`config.mk`:
```
export PLATFORM = sky130hd
export DESIGN_NAME = fft_bfly_seq
export DESIGN_NICKNAME = d
export VERILOG_FILES = /design/src/rtl/fft_bfly_seq.sv
export SDC_FILE = /design/constraint.sdc
export NUM_CORES = 1
export LEC_CHECK = 0
export CORE_MARGIN = 5
export CORE_UTILIZATION = 41
export CTS_BUF_LIST = sky130_fd_sc_hd__clkbuf_4
export CTS_CLUSTER_SIZE = 25
export DETAILED_ROUTE_END_ITERATION = 7
export MAX_ROUTING_LAYER = met4
export PLACE_DENSITY_LB_ADDON = 0.15
export SLEW_MARGIN = 20
export SYNTH_ARGS = -nofsm -noshare
export SYNTH_HDL_FRONTEND = slang
export SYNTH_SLANG_ARGS = --single-unit
```
`constraint.sdc`:
```
create_clock -name clk -period 8.7 [get_ports clk]
set_clock_uncertainty 0.1 [all_clocks]
set_input_delay 1.74 -clock clk [delete_from_list [all_inputs] [get_ports clk]]
set_output_delay 1.74 -clock clk [all_outputs]
set_load 0.005 [all_outputs]
```
`src/rtl/fft_bfly_seq.sv`:
```
// rtl/fft_bfly_seq.sv - radix-2 DIT butterfly sequencer driving a shared fft_alu

`ifndef ALUMODE_IDLE
`define ALUMODE_IDLE 4'd0
`endif
`ifndef ALUMODE_A_ADD_B
`define ALUMODE_A_ADD_B 4'd1
`endif
`ifndef ALUMODE_A_SUB_B
`define ALUMODE_A_SUB_B 4'd2
`endif

module fft_bfly_seq #(
    parameter bit SAT_MUL = 1'b1,
    parameter bit CONJ_TW = 1'b0
) (
    input  logic        clk,
    input  logic        rst,
    input  logic        in_valid_i,
    output logic        in_ready_o,
    input  logic [15:0] a_re_i,
    input  logic [15:0] a_im_i,
    input  logic [15:0] b_re_i,
    input  logic [15:0] b_im_i,
    input  logic [15:0] w_re_i,
    input  logic [15:0] w_im_i,
    output logic [15:0] alu_op_a_o,
    output logic [15:0] alu_op_b_o,
    output logic [15:0] alu_op_c_o,
    output logic [3:0]  alu_mode_o,
    input  logic [15:0] alu_res_i,
    output logic        out_valid_o,
    input  logic        out_ready_i,
    output logic [15:0] x_re_o,
    output logic [15:0] x_im_o,
    output logic [15:0] y_re_o,
    output logic [15:0] y_im_o
);

    localparam logic [3:0] MODE_IDLE = `ALUMODE_IDLE;
    localparam logic [3:0] MODE_ADD  = `ALUMODE_A_ADD_B;
    localparam logic [3:0] MODE_SUB  = `ALUMODE_A_SUB_B;

    typedef enum logic [1:0] {
        S_IDLE = 2'd0,
        S_MUL  = 2'd1,
        S_ALU  = 2'd2,
        S_DONE = 2'd3
    } state_t;

    state_t      state_q, state_d;
    logic [2:0]  cnt_q, cnt_d;

    logic [15:0] a_re_q, a_im_q, b_re_q, b_im_q, w_re_q, w_im_q;
    logic [15:0] p_q [4];
    logic [15:0] tr_q, ti_q;
    logic [15:0] x_re_q, x_im_q, y_re_q, y_im_q;

    logic               accept;
    logic signed [15:0] mul_a, mul_b;
    logic signed [31:0] prod;
    logic [15:0]        prod_q15;

    assign accept = (state_q == S_IDLE) && in_valid_i;

    // State and step counter
    always_ff @(posedge clk or posedge rst) begin
        if (rst) begin
            state_q <= S_IDLE;
            cnt_q   <= 3'd0;
        end else begin
            state_q <= state_d;
            cnt_q   <= cnt_d;
        end
    end

    // Sequencing: 4 multiply steps, 6 ALU steps, then hold result until taken
    always_comb begin
        state_d     = state_q;
        cnt_d       = cnt_q;
        in_ready_o  = 1'b0;
        out_valid_o = 1'b0;
        case (state_q)
            S_IDLE: begin
                in_ready_o = 1'b1;
                cnt_d      = 3'd0;
                if (in_valid_i) begin
                    state_d = S_MUL;
                end
            end
            S_MUL: begin
                if (cnt_q == 3'd3) begin
                    state_d = S_ALU;
                    cnt_d   = 3'd0;
                end else begin
                    cnt_d = cnt_q + 3'd1;
                end
            end
            S_ALU: begin
                if (cnt_q == 3'd5) begin
                    state_d = S_DONE;
                    cnt_d   = 3'd0;
                end else begin
                    cnt_d = cnt_q + 3'd1;
                end
            end
            S_DONE: begin
                out_valid_o = 1'b1;
                if (out_ready_i) begin
                    state_d = S_IDLE;
                end
            end
            default: begin
                state_d = S_IDLE;
                cnt_d   = 3'd0;
            end
        endcase
    end

    // Capture operands on the request handshake only
    always_ff @(posedge clk or posedge rst) begin
        if (rst) begin
            a_re_q <= 16'd0;
            a_im_q <= 16'd0;
            b_re_q <= 16'd0;
            b_im_q <= 16'd0;
            w_re_q <= 16'd0;
            w_im_q <= 16'd0;
        end else if (accept) begin
            a_re_q <= a_re_i;
            a_im_q <= a_im_i;
            b_re_q <= b_re_i;
            b_im_q <= b_im_i;
            w_re_q <= w_re_i;
            w_im_q <= w_im_i;
        end
    end

    // Single shared multiplier: operand pair chosen by the MUL step
    always_comb begin
        mul_a = $signed(b_re_q);
        mul_b = $signed(w_re_q);
        case (cnt_q[1:0])
            2'd0: begin mul_a = $signed(b_re_q); mul_b = $signed(w_re_q); end
            2'd1: begin mul_a = $signed(b_im_q); mul_b = $signed(w_im_q); end
            2'd2: begin mul_a = $signed(b_re_q); mul_b = $signed(w_im_q); end
            default: begin mul_a = $signed(b_im_q); mul_b = $signed(w_re_q); end
        endcase
    end

    assign prod = mul_a * mul_b;

    // Q15 rescale; only -1 * -1 overflows, giving 2^30
    always_comb begin
        prod_q15 = prod[30:15];
        if (SAT_MUL && (prod == 32'sh4000_0000)) begin
            prod_q15 = 16'h7FFF;
        end
    end

    // Product registers p0..p3, one per MUL step
    always_ff @(posedge clk or posedge rst) begin
        if (rst) begin
            for (int i = 0; i < 4; i++) begin
                p_q[i] <= 16'd0;
            end
        end else if (state_q == S_MUL) begin
            p_q[cnt_q[1:0]] <= prod_q15;
        end
    end

    // ALU request per step; idle mode and zero operands outside the ALU phase
    always_comb begin
        alu_mode_o = MODE_IDLE;
        alu_op_a_o = 16'd0;
        alu_op_b_o = 16'd0;
        alu_op_c_o = 16'd0;
        if (state_q == S_ALU) begin
            case (cnt_q)
                3'd0: begin
                    alu_mode_o = CONJ_TW ? MODE_ADD : MODE_SUB;
                    alu_op_a_o = p_q[0];
                    alu_op_b_o = p_q[1];
                end
                3'd1: begin
                    alu_mode_o = CONJ_TW ? MODE_SUB : MODE_ADD;
                    alu_op_a_o = CONJ_TW ? p_q[3] : p_q[2];
                    alu_op_b_o = CONJ_TW ? p_q[2] : p_q[3];
                end
                3'd2: begin
                    alu_mode_o = MODE_ADD;
                    alu_op_a_o = a_re_q;
                    alu_op_b_o = tr_q;
                end
                3'd3: begin
                    alu_mode_o = MODE_ADD;
                    alu_op_a_o = a_im_q;
                    alu_op_b_o = ti_q;
                end
                3'd4: begin
                    alu_mode_o = MODE_SUB;
                    alu_op_a_o = a_re_q;
                    alu_op_b_o = tr_q;
                end
                3'd5: begin
                    alu_mode_o = MODE_SUB;
                    alu_op_a_o = a_im_q;
                    alu_op_b_o = ti_q;
                end
                default: begin
                    alu_mode_o = MODE_IDLE;
                end
            endcase
        end
    end

    // Capture the combinational ALU result in the same cycle it is requested
    always_ff @(posedge clk or posedge rst) begin
        if (rst) begin
            tr_q   <= 16'd0;
            ti_q   <= 16'd0;
            x_re_q <= 16'd0;
            x_im_q <= 16'd0;
            y_re_q <= 16'd0;
            y_im_q <= 16'd0;
        end else if (state_q == S_ALU) begin
            case (cnt_q)
                3'd0:    tr_q   <= alu_res_i;
                3'd1:    ti_q   <= alu_res_i;
                3'd2:    x_re_q <= alu_res_i;
                3'd3:    x_im_q <= alu_res_i;
                3'd4:    y_re_q <= alu_res_i;
                3'd5:    y_im_q <= alu_res_i;
                default: tr_q   <= tr_q;
            endcase
        end
    end

    assign x_re_o = x_re_q;
    assign x_im_o = x_im_q;
    assign y_re_o = y_re_q;
    assign y_im_o = y_im_q;

endmodule

```
**Word level (Yosys, flattened, before mapping)**

Cells that the tools add are included.

- Register bits after elaboration: 261
- Input port bits: 116
- Output and inout bits: 118
- Word-level logic and storage cells: 79

- $add $sub $neg: 1
- Multipliers: 1
- $lt $le $gt $ge: 2
- Equality and inequality tests: 15
- Multiplexer cells: 22
- Bitwise logic cells: 1
- Reduce and logical (&&, ||, !) cells: 19

Operator list:

| operator | number |
|---|---|
| $pmux 16 s4 | 2 |
| $mux 16 | 6 |
| $bwmux 64 | 1 |
| $demux 16 s2 | 1 |
| $eq 32x32->1 const B | 1 |
| $mul 16x16->32 | 1 |
| $reduce_and 2->1 | 6 |
| $mux 2 | 5 |
| $pmux 3 s3 | 1 |
| $ne 2x2->1 const B | 4 |
| $pmux 2 s4 | 1 |
| $reduce_or 2->1 | 4 |
| $eq 2x2->1 const B | 3 |
| $eq 3x2->1 const B | 2 |
| $eq 3x3->1 const B | 2 |
| $mux 3 | 2 |
| $reduce_or 3->1 | 2 |
| $eq 2x1->1 const B | 2 |
| $logic_not 2->1 | 2 |
| $pmux 2 s2 | 1 |
| $reduce_and 4->1 | 1 |
| $add 3x1->3 const B | 1 |
| $eq 3x1->1 const B | 1 |
| $ge 3x3->1 const B | 1 |
| 6 further kinds | 8 |

**Depth between registers and ports, before layout**

- Depth after elaboration: 7
- Mapped depth: 32
- Gate-level depth less buffers: 27

**Worst setup path before layout**

OpenSTA, ideal clock, no wires.

- Path kind: register -> register
- Start: reg cnt_q[0]
- End: reg p_q[7] (netlist name)
- Library setup time: 82 ps
- Arrival: 8,016 ps
- Data required time: 8,518 ps
- Slack: 502 ps
- Cell stages (with the launch flop): 33
- Path buffers: 6
- Period minus slack after synthesis: 8,198 ps
- Cells stage by stage: dfrtp_1 -> inv_1 -> ha_1 -> clkbuf_1 -> nor2_1 -> clkbuf_1 -> clkbuf_1 -> mux2_2 -> nand2_1 -> fa_1 -> inv_1 -> fa_1 -> inv_1 -> fa_1 -> inv_1 -> fa_1 -> fa_1 -> inv_1 -> fa_1 -> inv_1 -> ha_1 -> clkbuf_1 -> a21oi_1 -> o21ai_1 -> a32o_1 -> o2111a_1 -> or3_1 -> a21bo_1 -> nor4_2 -> nand4b_1 -> buf_4 -> buf_6 -> a31oi_1

- Cells in the longest elaborated chain, start to end: 7
- Elaborated cells on any way between the ends: 17
- Classes of those cells: 1 x mul; 2 x order compare; 3 x eq/ne; 6 x mux; 1 x bitwise; 4 x reduce/logical

Ends and longest elaborated chain:

| item | RTL line | RTL |
|---|---|---|
| from (decl) | 52 | `logic [2:0] cnt_q, cnt_d;` |
| from (signal assigned) | 73 | `cnt_q <= cnt_d;` |
| $eq 2x2->1, or another cell as far along | 143 | `case (cnt_q[1:0])` |
| $reduce_or 2->1 (no line) | n/a |  |
| $mux 16 | 143 |  |
| $mul 16x16->32 | 151 | `assign prod = mul_a * mul_b;` |
| $eq 32x32->1 | 156 | `if (SAT_MUL && (prod == 32'sh4000_0000)) begin` |
| $mux 16 | 156 |  |
| $bwmux 64 * | 168 | `p_q[cnt_q[1:0]] <= prod_q15;` |
| to (signal, indexed assignment) | 168 |  |
| to (decl) | 55 | `logic [15:0] p_q [4];` |

Every way passes the cells marked *; elsewhere a longest branch is shown, timed or not.
A chain may end at the register's enable or synchronous reset.

**Worst setup path after layout**

- Start: reg cnt_q[0]
- End: reg p_q[60] (netlist name)

Same word-level chain as after synthesis.

==> impl_metrics.yaml <==
layout:
  drive_gt1_share_pct: 18.4
  ff_latch_area_sq_um: 6530
  regMostFlops: "p_q"
  largest_reg_flops: 64
  final_nets: 2733
  layout_commonest_cell: "fa_1"
  fillers: 4784
  multi_input_area_sq_um: 13400
  area_growth_pct: 19.2
  final_cell_mix: "262 x fa_1, 261 x dfrtp_1, 239 x inv_1"
worst_setup_path:
  reg2reg_slack_ns: 0.52
  path_class: "reg2reg"
  reg2reg_from: "cnt_q[0]"
  crit_chain: "inv_1 > ha_1 > nor2_4 > buf_12 > mux2i_2 > nor2_1 > fa_1 > fa_1 > fa_1 > fa_1 > fa_1 > fa_1 > ha_1 > nand4_1 > or2_2 > nor2_1 > a41oi_1 > a21oi_1 > o221ai_1 > nor4_2 > nand4b_1 > buf_4 > a31oi_1"
  worstSetupEndpointType: "flop"
  critPathArrivalTime_ns: 8.75
  cp_max_fo: 28
  rr_worst_depth: 23
  r2r_end: "p_q[60]"
  cp.required_ns: 9.27
  startpoint_type: "flop"
  cp_slowest_cell: "mux2i_2"
  crit_top_cell: "fa_1"
  slowest_delay_ns: 0.69
drt:
  vias_per_cell: 5.27
  totalWireLength_microns: 60100
  route.met3.wl_microns: 3310
  num_vias: 15727
  drt-met1-wl_microns: 27100
  drtIter0Drc: 1085
  drtPass1Iterations: 6
  ant_nets: 0
  drc: 0
  top_layer: "met4"
  wire_per_inst_microns: 20.1
  route.met2.wl_microns: 28500
logic_synthesis:
  yosys.area.top_type_share_pct: 30.8
  synth_edf_count: 0
  synth_top_cell_by_area: "dfrtp_1"
  synth_cell_types: 66
  ys_seq_area_share_pct: 30.8
  synth_top_cells_by_area: "dfrtp_1 31%, fa_1 25%, mux2_2 12%"
  synth_cells: 1998
  async_flop_share_pct: 100
  ys_ff_latch: 261
  synth_area_sq_um: 21200
  synth_ff_type: "dfrtp_1"
  ys_warn_count: 0
  syn_area_per_cell_sq_um: 10.6
clocking:
  postCtsSetupRepairBufs: 0
  h-tree-depth: 3
  numCtsBuffers: 72
  cts.clk_slew.worst_paths_ns: 0.06
  cts_tree: "yes"
  root_buffer: "clkbuf_4"
  clockBufferDepth: 3
  cts.sinks: 261
  clkLatencyLatePin_ns: 0.82
global_routing:
  grt_pass1_vias: 16914
  overflow: 0
  grtUsageTotal_pct: 22.3
  antenna_found_initial: 2
  grt_max_degree: 76
  grt_pass1_wl_microns: 96900
timing:
  fmax_mhz: 122
  setup_viol: 0
  tightestPinTransition_ns: 1.11
  relSlewSlack_pct: 25.7
  holdWs_ns: 0.402
  rsz0062_at_grt: "no"
  tns_ns: 0
  min_period_ns: 8.18
  maxSlewViolCount: 0
  hold_viol: 0
  timing.final.crit_share_pct: 94.0
floorplanning:
  coreArea_sq_um: 51300
  start_util_pct: 41.3
  die_w_microns: 237
  num_rows: 83
  die_h_microns: 237
  dieArea_sq_um: 56300
  ios: 234
place:
  dp.final_hpwl_microns: 47600
  port_buffers: 215
  place.gp.congestion: 0.935
min_path:
  hold_path_depth: 1
  min_to: "y_re_o[10]"
  min_path_type: "reg2reg"
  hp-start: "y_re_o[10]"
run_status:
  status: "complete, no violations"
job:
  maxCapViolCount: 0
## critical path: cells and delay by family (launching register included)
family                     cells  cell delay [ns]
and+or+nand+nor                7             1.63
adders and majority gates      8             3.83
DFF                            1             0.42
buffers and inverters          3             0.62
muxes                          1             0.69
AOI/OAI and AO/OA              4             0.75
## cells in the mapped netlist, types with 3 or more instances
cell type / number
a211oi_1: 9
a21o_1: 8
a21oi_1: 66
a222oi_1: 32
a22o_1: 6
a31oi_1: 62
and2_1: 6
and3_1: 4
buf_1: 6
buf_4: 19
buf_6: 6
clkbuf_1: 79
dfrtp_1: 261
fa_1: 262
ha_1: 93
inv_1: 240
mux2_2: 219
mux2i_1: 33
nand2_1: 182
nand2b_1: 12
nand3_1: 15
nand4_1: 9
nor2_1: 234
nor2b_1: 5
nor3_1: 6
o211ai_1: 8
o21a_1: 6
o21ai_0: 27
o21ai_1: 4
o221ai_1: 3
o22ai_1: 3
or2_2: 4
or3_1: 4
xnor2_1: 20
xor2_1: 7
## metrics by stage
stage	util [%]	std cells	worst slack [ns]	cell area [sq um]
after global routing	49.2	2987	0.0209	25300
after detailed placement	47.4	2868	0.231	24300
after CTS	49.2	2985	0.172	25200
after global placement	47.4	2868	0.333	24300
after floorplan	-	2015	0.502	21300
final	49.2	2987	0.519	25300
## final cells by class
type                       count  share of cell area (%)
clock buffer                 102                    3.03
inverter                     240                    3.58
antenna                        2                  0.0198
tap                          680                    3.37
timing repair buffer         285                    10.7
multi-input combinational   1402                    52.9
sequential                   261                    25.9
clock inverter                15                   0.540
## cell families after synthesis
family                     count (synthesis)  synth area share, %
buffers and inverters                    352                 6.80
DFF                                      261                 30.8
AOI/OAI and AO/OA                        258                 8.23
xor gates and xnor gates                  27                 1.12
and+or+nand+nor                          492                 9.58
muxes                                    252                 13.2
adders and majority gates                355                 30.2
other                                      1               0.0177
## routing by layer
layer | up-vias | track usage [%]
li1 | 7162 | -
met1 | 8023 | 30.3
met2 | 452 | 35.0
met3 | 90 | 3.98
met4 | 0 | 5.75
met5 | - | -
## timing repair
action                                  CTS  global route
hold buffers                              0             0
gates resized for setup                   0             7
endpoints found under the setup margin    0            64
endpoints found under the hold margin     0             0
## worst max path at each step
stage          startpoint       to
2_1_floorplan    cnt_q[0]   p_q[7]
3_3_place_gp     cnt_q[0]  p_q[47]
3_5_place_dp     cnt_q[0]  p_q[63]
4_1_cts          cnt_q[0]  p_q[57]
5_1_grt          cnt_q[0]  p_q[57]
6_report         cnt_q[0]  p_q[60]
Power is not shown: default switching activity piles up to over one toggle a cycle in this logic, so the estimate is an artifact.
